## src/rtl/cacheline_adaptor.sv

```systemverilog
// cacheline_adaptor: memory-side responder that turns one 256-bit cache line
// request into a 4-beat 64-bit burst, then returns a single-cycle pmem_resp.
// Optional feature macro: CACHELINE_ADAPTOR_WRAP_EN (critical-word-first order).
module cacheline_adaptor #(
    parameter int unsigned s_line  = 256,
    parameter int unsigned s_burst = 64,
    parameter int unsigned s_beats = s_line / s_burst
) (
    input  logic               clk,
    input  logic               rst,
    input  logic [31:0]        pmem_address,
    input  logic               pmem_read,
    input  logic               pmem_write,
    input  logic [s_line-1:0]  pmem_wdata,
    output logic [s_line-1:0]  pmem_rdata,
    output logic               pmem_resp,
    output logic [31:0]        address_o,
    output logic               read_o,
    output logic               write_o,
    output logic [s_burst-1:0] burst_o,
    input  logic [s_burst-1:0] burst_i,
    input  logic               resp_i
);
    localparam int unsigned cw = $clog2(s_beats);
    localparam int unsigned lo = $clog2(s_line / 8);
    localparam int unsigned bo = $clog2(s_burst / 8);

    typedef enum logic [2:0] {IDLE, READ, WRITE, RESP, HOLD} state_t;

    state_t            state, next_state;
    logic [cw-1:0]     cnt, start, start_in, idx, idx_next;
    logic [s_line-1:0] line, line_d;
    logic [31:0]       addr_in;
    logic              last_beat, accept;
    logic              unused_addr_bits;

`ifdef CACHELINE_ADAPTOR_WRAP_EN
    assign start_in = pmem_address[lo-1:bo];
    assign addr_in  = {pmem_address[31:bo], {bo{1'b0}}};
`else
    assign start_in = '0;
    assign addr_in  = {pmem_address[31:lo], {lo{1'b0}}};
`endif
    // Low offset bits only matter in wrap mode
    assign unused_addr_bits = ^pmem_address[lo-1:0];

    assign idx       = cnt + start;
    assign idx_next  = idx + cw'(1);
    assign last_beat = resp_i && (cnt == cw'(s_beats - 1));
    assign accept    = (state == IDLE) && (next_state != IDLE);

    // State register
    always_ff @(posedge clk) begin
        if (rst) state <= IDLE;
        else     state <= next_state;
    end

    // Next-state: write wins over read; HOLD waits for the request to drop
    always_comb begin
        next_state = state;
        unique case (state)
            IDLE: begin
                if (pmem_write)     next_state = WRITE;
                else if (pmem_read) next_state = READ;
            end
            READ, WRITE: if (last_beat) next_state = RESP;
            RESP:        next_state = HOLD;
            HOLD:        if (!pmem_read && !pmem_write) next_state = IDLE;
            default:     next_state = IDLE;
        endcase
    end

    // Line buffer next value: write data captured at accept, read beats slotted by idx
    always_comb begin
        line_d = line;
        if (accept && pmem_write)
            line_d = pmem_wdata;
        else if (state == READ && resp_i)
            line_d[s_burst*idx +: s_burst] = burst_i;
    end

    // Datapath and registered outputs, all decoded from next_state so they
    // line up with the state they describe
    always_ff @(posedge clk) begin
        if (rst) begin
            line       <= '0;
            cnt        <= '0;
            start      <= '0;
            address_o  <= '0;
            burst_o    <= '0;
            pmem_rdata <= '0;
            read_o     <= 1'b0;
            write_o    <= 1'b0;
            pmem_resp  <= 1'b0;
        end else begin
            line      <= line_d;
            read_o    <= (next_state == READ);
            write_o   <= (next_state == WRITE);
            pmem_resp <= (next_state == RESP);
            if (accept) begin
                cnt       <= '0;
                start     <= start_in;
                address_o <= addr_in;
                if (pmem_write)
                    burst_o <= pmem_wdata[s_burst*start_in +: s_burst];
            end else if ((state == READ || state == WRITE) && resp_i) begin
                cnt <= cnt + cw'(1);
                if (state == WRITE)
                    burst_o <= line[s_burst*idx_next +: s_burst];
            end
            if (next_state == RESP)
                pmem_rdata <= line_d;
        end
    end
endmodule

```

## config.mk

```make
export PLATFORM = sky130hd
export DESIGN_NAME = cacheline_adaptor
export DESIGN_NICKNAME = d
export VERILOG_FILES = /design/src/rtl/cacheline_adaptor.sv
export SDC_FILE = /design/constraint.sdc
export NUM_CORES = 1
export LEC_CHECK = 0
export BUFFER_PORTS_ARGS = -buffer_cell sky130_fd_sc_hd__buf_2
export CORE_AREA = 2 2 280 282
export DETAILED_ROUTE_END_ITERATION = 6
export DIE_AREA = 0 0 282 284
export GPL_TIMING_DRIVEN = 0
export SYNTH_ARGS = -nofsm -noshare
export SYNTH_HDL_FRONTEND = slang
export SYNTH_SLANG_ARGS = --single-unit
```

## constraint.sdc

```tcl
create_clock -name clk -period 2.8 [get_ports clk]
set_input_delay 0.28 -clock clk [delete_from_list [all_inputs] [get_ports clk]]
set_output_delay 0.28 -clock clk [all_outputs]
set_load 0.01 [all_outputs]
```

==> results of run 1 <==
==> cells in the final DEF, fill, tap and decap left out, types with 12 or more instances in the layout <==
master	synthesis	layout
buf_2	88	784
mux4_2	64	64
a211oi_1	150	150
a311oi_1	64	64
clkinv_2	0	12
and3_1	67	67
nor2_1	410	410
clkbuf_8	0	15
clkbuf_16	0	72
a22o_1	64	64
a21oi_1	93	93
dfxtp_1	611	611
nor3_1	131	131
clkbuf_1	144	147
dlygate4sd3_1	0	285
nand2_1	250	249
a222oi_1	64	64
buf_4	20	26
o2bb2ai_1	234	234
==> cells by family (layout without fill, tap and decap cells) <==
| family | after synthesis | count (layout) |
|---|---|---|
| simple gates | 879 | 879 |
| compound gates | 676 | 676 |
| flops | 611 | 611 |
| buf+inv | 264 | 1383 |
| mux | 66 | 66 |
| fa+ha+maj | 5 | 5 |
| xor+xnor | 2 | 2 |
| other cells | 1 | 9 |
==> what timing repair did <==
item | 4_1_cts | 5_1_grt
buffers inserted | 1 | 3
pin swaps | 1 | 1
setup endpoints to repair | 230 | 143
gates resized for setup | 11 | 22
hold buffers | 285 | 0
endpoints found under the hold margin | 374 | 0
==> power by group <==
group / total [mW] / leakage (nW) / internal, mW / switching, mW
sequential: 9.77 / 5.00 / 9.35 / 0.424
combinational: 4.24 / 8.48 / 1.62 / 2.62
clock: 9.54 / 1.17 / 5.47 / 4.07
==> how the worst max path moves through the flow <==
stage | start | endpoint | slack, ns | cells after the start
CTS | cnt[0] | line[15] | 0.003 | 10
global placement | cnt[1] | pmem_rdata[81] | -0.97 | 7
finish | state[1] | line[227] | 0.08 | 6
detailed placement | cnt[0] | pmem_rdata[49] | -0.39 | 9
global route | state[0] | address_o[28] | -0.0001 | 6
floorplan | cnt[0] | burst_o[34] | 0.72 | 8
==> area by class of cell <==
type | instances | share of cell area
Inverter | 3 | 0.000328
Antenna cell | 4 | 0.000291
Buffer | 260 | 0.0348
Sequential cell | 611 | 0.356
Tap cell | 1040 | 0.0379
Clock buffer | 101 | 0.0600
Clock inverter | 27 | 0.00878
Timing Repair Buffer | 992 | 0.188
Multi-Input combinational cell | 1633 | 0.314
==> through the flow <==
| step | utilization | worst slack (ns) | hold slack (ns) | power, mW |
|---|---|---|---|---|
| CTS | 0.445 | 0.00313 | 0.000277 | 23.5 |
| floorplan | - | 0.725 | 0.416 | 11.9 |
| finish | 0.446 | 0.0811 | 0.0138 | 23.6 |
| detailed placement | 0.377 | -0.395 | 0.441 | 13.8 |
| global route | 0.446 | -0.000106 | 0.0155 | 24.3 |
| global placement | 0.376 | -0.974 | 0.440 | 13.7 |
==> metal layers <==
layer	routed length, um	up-vias	share of wire
met4	6760	6	0.055
met1	49500	12600	0.40
met5	30	-	0.00024
met2	56900	1533	0.46
met3	10000	347	0.081
li1	-	11500	-
==> worst register-to-register path, stage by stage (launching register included) <==
cell and delay, ns:
dfxtp_1 0.29, buf_4 0.17, nor4bb_4 0.40, nand2_2 0.48, clkbuf_1 0.43, a211oi_1 0.68, nor3_1 0.13
==> state kept, by name (all words and copies together), names as in the netlist <==
signal and count:
address_o 27, burst_o 64, cnt 2, line 256, pmem_rdata 256, pmem_resp 1, read_o 1, state 3
write_o 1
==> run metrics, run 1 <==
largest net degree at the start of global routing 17; worst reg2reg startpoint state[1]; Slowest-stage cell, CP a211oi_1; failing checks DRC; routed vias/inst 5.54; global routing met1 resource utilization 0.375; core area approximately 0.077 mm2; total track usage 0.297; wire length of the first global-routing pass approximately 170 mm; setup tns final 0 ns; CTS sink count 611; reg2reg end line[227]; Max-slew headroom 0.142; I/O pin count 712; top cells by count, synth 611 x dfxtp_1, 410 x nor2_1, 250 x nand2_1; run status finished with violations; Final GP Congestion roughly 0.94; CP endpoint kind register; CTS tree built; Crit path max-delay family simple AND/OR/NAND/NOR gates; Synth area leader dfxtp_1; Inst Count DP 4,251; compound-gate portion of the synthesized area 0.226; skew final ~0.023 ns; period utilization 0.971; R2R depth 6; largest family of logic cells by synthesized area compound AO/OA/AOI/OAI gates; multiplexer share of the synthesized area 0.0606; root buf cell clkbuf_16; Worst setup SP type register; hold path endpoint line[157]; initial core utilization 0.314; required time of the critical path 3.28 ns; ANT nets after route 0; leakage between 10 and 15 nW; overall die width around 280 um; crit-path max cell delay around 0.68 ns; Worst Hold Launch pmem_wdata[157]; FF+latch count, synth 611; number of remaining DRC errors 9; Max Cap Viol 0; Buffers & Inverters on Critical Path 2; CTS H-tree depth 3; Seq/Total Area, Yosys 0.507; nets about 3,900; Pre-antenna DRT Iters 7; Cell Chain, Critical Path buf_4 -> nor4bb_4 -> nand2_2 -> clkbuf_1 -> a211oi_1 -> nor3_1; P&R area growth vs syn 42.3%; layout cells sized above 1 0.281; placed instance area about 0.029 mm2; grt peak-use layer met2; vias in the first global route between 20,000 and 30,000; routing usage on met3 0.0565; clk slew on worst S/H paths about 0.070 ns; total CTS buffers 70; Post-Synth XOR/XNOR Area 0.000726; cell count after synthesis approximately 2,500; Pwr Density between 600 and 700 mW/mm2; design area around 0.034 mm2; peak supply drop between 0.3 and 0.4 mV; Slew @ Worst Pin about 1.3 ns; Primary FF master, synth dfxtp_1; RSZ-0062 raised after global routing true; Die Area between 0.08 and 0.09 mm2; Synth warnings 0; EDFF count, synth 0; count of unique library cells instantiated by Yosys 39; asr flop ratio synth 0; Synth top area share 0.507; Layout fillers roughly 7,500; FF+latch area around 0.012 mm2; r2r setup slk 0.08 ns; Max FO, Critical Path 10; via count roughly 26,000; GR Overflow Total 0; Synth Area in Adders 0.00259; Std-Cell Rows about 100; initial DRC count between 2,000 and 3,000; top cells by area, synth dfxtp_1 51%, o2bb2ai_1 8.5%, nor2_1 6.4%, mux4_2 6.0%, a211oi_1 4.7%; area of the multi-input gates 0.0108 mm2; die span in y roughly 280 um; mean post-synth cell area roughly 9.6 um2; most common cell in the synthesized netlist dfxtp_1; setup violators final 0; Clock Tree Buf Depth 3; Hold Path Depth 4; HP Class primary input to register; Final HPWL DP around 91 mm; post-layout min period 2.72 ns; fmax between 0.3 and 0.4 GHz; critical path class register to register; count of final hold-check violations 0; Data arrival, critical path approximately 3.2 ns; clock latency on the worst-skew pair between 0.6 and 0.7 ns; final wirelength roughly 120 mm; Cell Area, Synth ~0.024 mm2; Post-Synth Simple-Gate Area 0.154; Pins Over Slew Limit 0; wire per inst around 26 um; met2 Use GR 0.477; initial antenna violation count 14; Post-Layout Cell Count 4,671; input/output buffers 700
Power figures use the tool's default switching activity.
==> run 2: changes to the inputs <==
clock period = 3.3 ns   (was 2.8 ns; I/O delays follow)
==> run metrics, run 2 (same netlist as run 1, synthesis figures left out) <==
RSZ-0062 raised after global routing false; Std-Cell Rows 102 (unchanged); commonest cells after routing, fill and taps aside 788 x buf_2, 611 x dfxtp_1, 410 x nor2_1, 250 x nand2_1, 234 x o2bb2ai_1; Die Area 0.0801 mm2 (unchanged); post-layout min period 3.18 ns (+0.463 ns); leakage 14.1 nW (-3.7%); Util after Layout 0.431 (-0.0155); net load switching power 6.00 mW (-16%); cell mode on critical path clkbuf_1; setup tns final 0 ns (unchanged); I/O pin count 712 (unchanged); initial core utilization 0.314 (unchanged); count of final hold-check violations 0 (unchanged); overall die width 282 um (unchanged); Comb power frac 0.175 (-0.005); Final HPWL DP 90.8 mm (unchanged); commonest non-fill, non-tap cell in the layout buf_2; root buf cell clkbuf_16; largest net degree at the start of global routing 15 (-2); Slew @ Worst Pin 1.33 ns (+0.0470 ns); CTS H-tree depth 3 (unchanged); crit-path max cell delay 0.87 ns (+0.19 ns); Slowest-stage cell, CP clkbuf_1; Layout fillers 7,675 (+2.1%); run status finished with violations; Cell Chain, Critical Path buf_2 -> inv_1 -> ha_1 -> nand2_1 -> clkbuf_1 -> clkbuf_1 -> nor2_1 -> a211oi_1 -> nor3_1; CTS resizes 0 (-11); required time of the critical path 3.78 ns (+0.50 ns); HP Class primary input to register; Data arrival, critical path 3.67 ns (+0.47 ns); Internal 13.8 mW (-16%); Max-slew headroom 0.111 (-0.0313); clk slew on worst S/H paths 0.06 ns (about the same); Setup Fix Bufs, Post-CTS 0 (-1); Hold Path Depth 3 (-1); total track usage 0.294 (-0.00260); period utilization 0.964 (-0.00696); Net Sw Frac 0.302 (about the same); peak supply drop 0.320 mV (-15%); critical path class register to register; core area 0.0770 mm2 (unchanged); layout cells sized above 1 0.284 (+0.00326); clock latency on the worst-skew pair 0.63 ns (about the same); initial DRC count 2,718 (-2.3%); number of remaining DRC errors 11 (+2); wire per inst 26.8 um (+1.5%); CTS tree built; routed vias/inst 5.59 (+0.82%); via count 25,500 (-1.5%); Pre-antenna DRT Iters 7 (unchanged); Max Cap Viol 0 (unchanged); P&R area growth vs syn 37.4%; setup violators final 0 (unchanged); vias in the first global route 24,800 (-2.7%); failing checks DRC; Pins Over Slew Limit 0 (unchanged); final wirelength 122 mm (-0.82%); die span in y 284 um (unchanged); GR Overflow Total 0 (unchanged); Final GP Congestion 0.940 (unchanged); wire length of the first global-routing pass 173 mm (-1.2%); Max FO, Critical Path 10 (unchanged); fmax 0.314 GHz (-15%); initial antenna violation count 18 (+4); # hold bufs at CTS 176 (-38%); CTS sink count 611 (unchanged); CP endpoint kind register; Clock Tree Buf Depth 3 (unchanged); Hold Worst Slack 0.0268 ns (+0.0130 ns); Pwr Density 598 mW/mm2 (-13%); R2R depth 9 (+3); ANT nets after route 0 (unchanged); Regs by FF count line x256, pmem_rdata x256, burst_o x64; Clock power frac 0.407 (+0.002); total CTS buffers 70 (unchanged); share of power burned in registers 0.418 (+0.003); Worst setup SP type register; skew final 0.0292 ns (+0.00596 ns); nets 3,821 (-2.8%); input/output buffers 700 (unchanged)
## run 2: changes by cell type in the layout (fill, tap and decap cells not counted), sizes merged
cell / delta
buf: +1
clkbuf: -4
diode: +3
dlygate4sd3: -109
## run 2: final timing paths
kind / to / slack (ns) / start
setup / recovery: line[49] / 0.12 / cnt[0]
hold / removal: line[90] / 0.03 / pmem_wdata[90]
hold reg to reg: address_o[12] / 0.45 / address_o[12]
setup reg to reg: line[49] / 0.12 / cnt[0]
## run 2: final cells by class
| cell class | instances | area (um2) | share of cell area |
|---|---|---|---|
| Sequential cell | 611 | 12200 | 0.369 |
| Timing Repair Buffer | 879 | 5310 | 0.160 |
| Antenna cell | 7 | 17.5 | 0.000528 |
| Buffer | 261 | 1170 | 0.0352 |
| Tap cell | 1040 | 1300 | 0.0392 |
| Clock inverter | 27 | 302 | 0.00909 |
| Inverter | 3 | 11.3 | 0.000340 |
| Clock buffer | 101 | 2060 | 0.0622 |
| Multi-Input combinational cell | 1633 | 10800 | 0.324 |
## run 2: critical path: cells and delay by family (launching register included)
| family | cells | cell delay, ns |
|---|---|---|
| buf+inv | 4 | 1.67 |
| flops | 1 | 0.36 |
| compound gates | 1 | 0.51 |
| fa+ha+maj | 1 | 0.22 |
| simple gates | 3 | 0.28 |
## run 2: per-layer routing
metal  GRT usage  wire length, um  vias to the layer above
li1            -                -                    11200
met1       0.375            49300                    12500
met2       0.477            56900                     1426
met3      0.0548            10100                      296
met4       0.140             5940                        6
met5           0               32                        -
## run 2: power by group through the flow
stage	combinational (mW)	clock, mW	sequential [mW]
floorplan	1.62	0	8.45
global placement	3.22	0	8.43
detailed placement	3.25	0	8.43
CTS	3.43	8.13	8.28
global route	3.70	8.44	8.33
finish	3.47	8.08	8.29
## run 2: metrics by stage
step                      std cells  setup WS (ns)  power [mW]  instance area [um2]
after global routing           4560         0.0138        20.5                33200
final                          4562          0.119        19.8                33200
after CTS                      4555          0.113        19.8                33100
after global placement         4248         -0.474        11.6                29000
after detailed placement       4251          0.105        11.7                29000
after floorplan                2508           1.22        10.1                24100
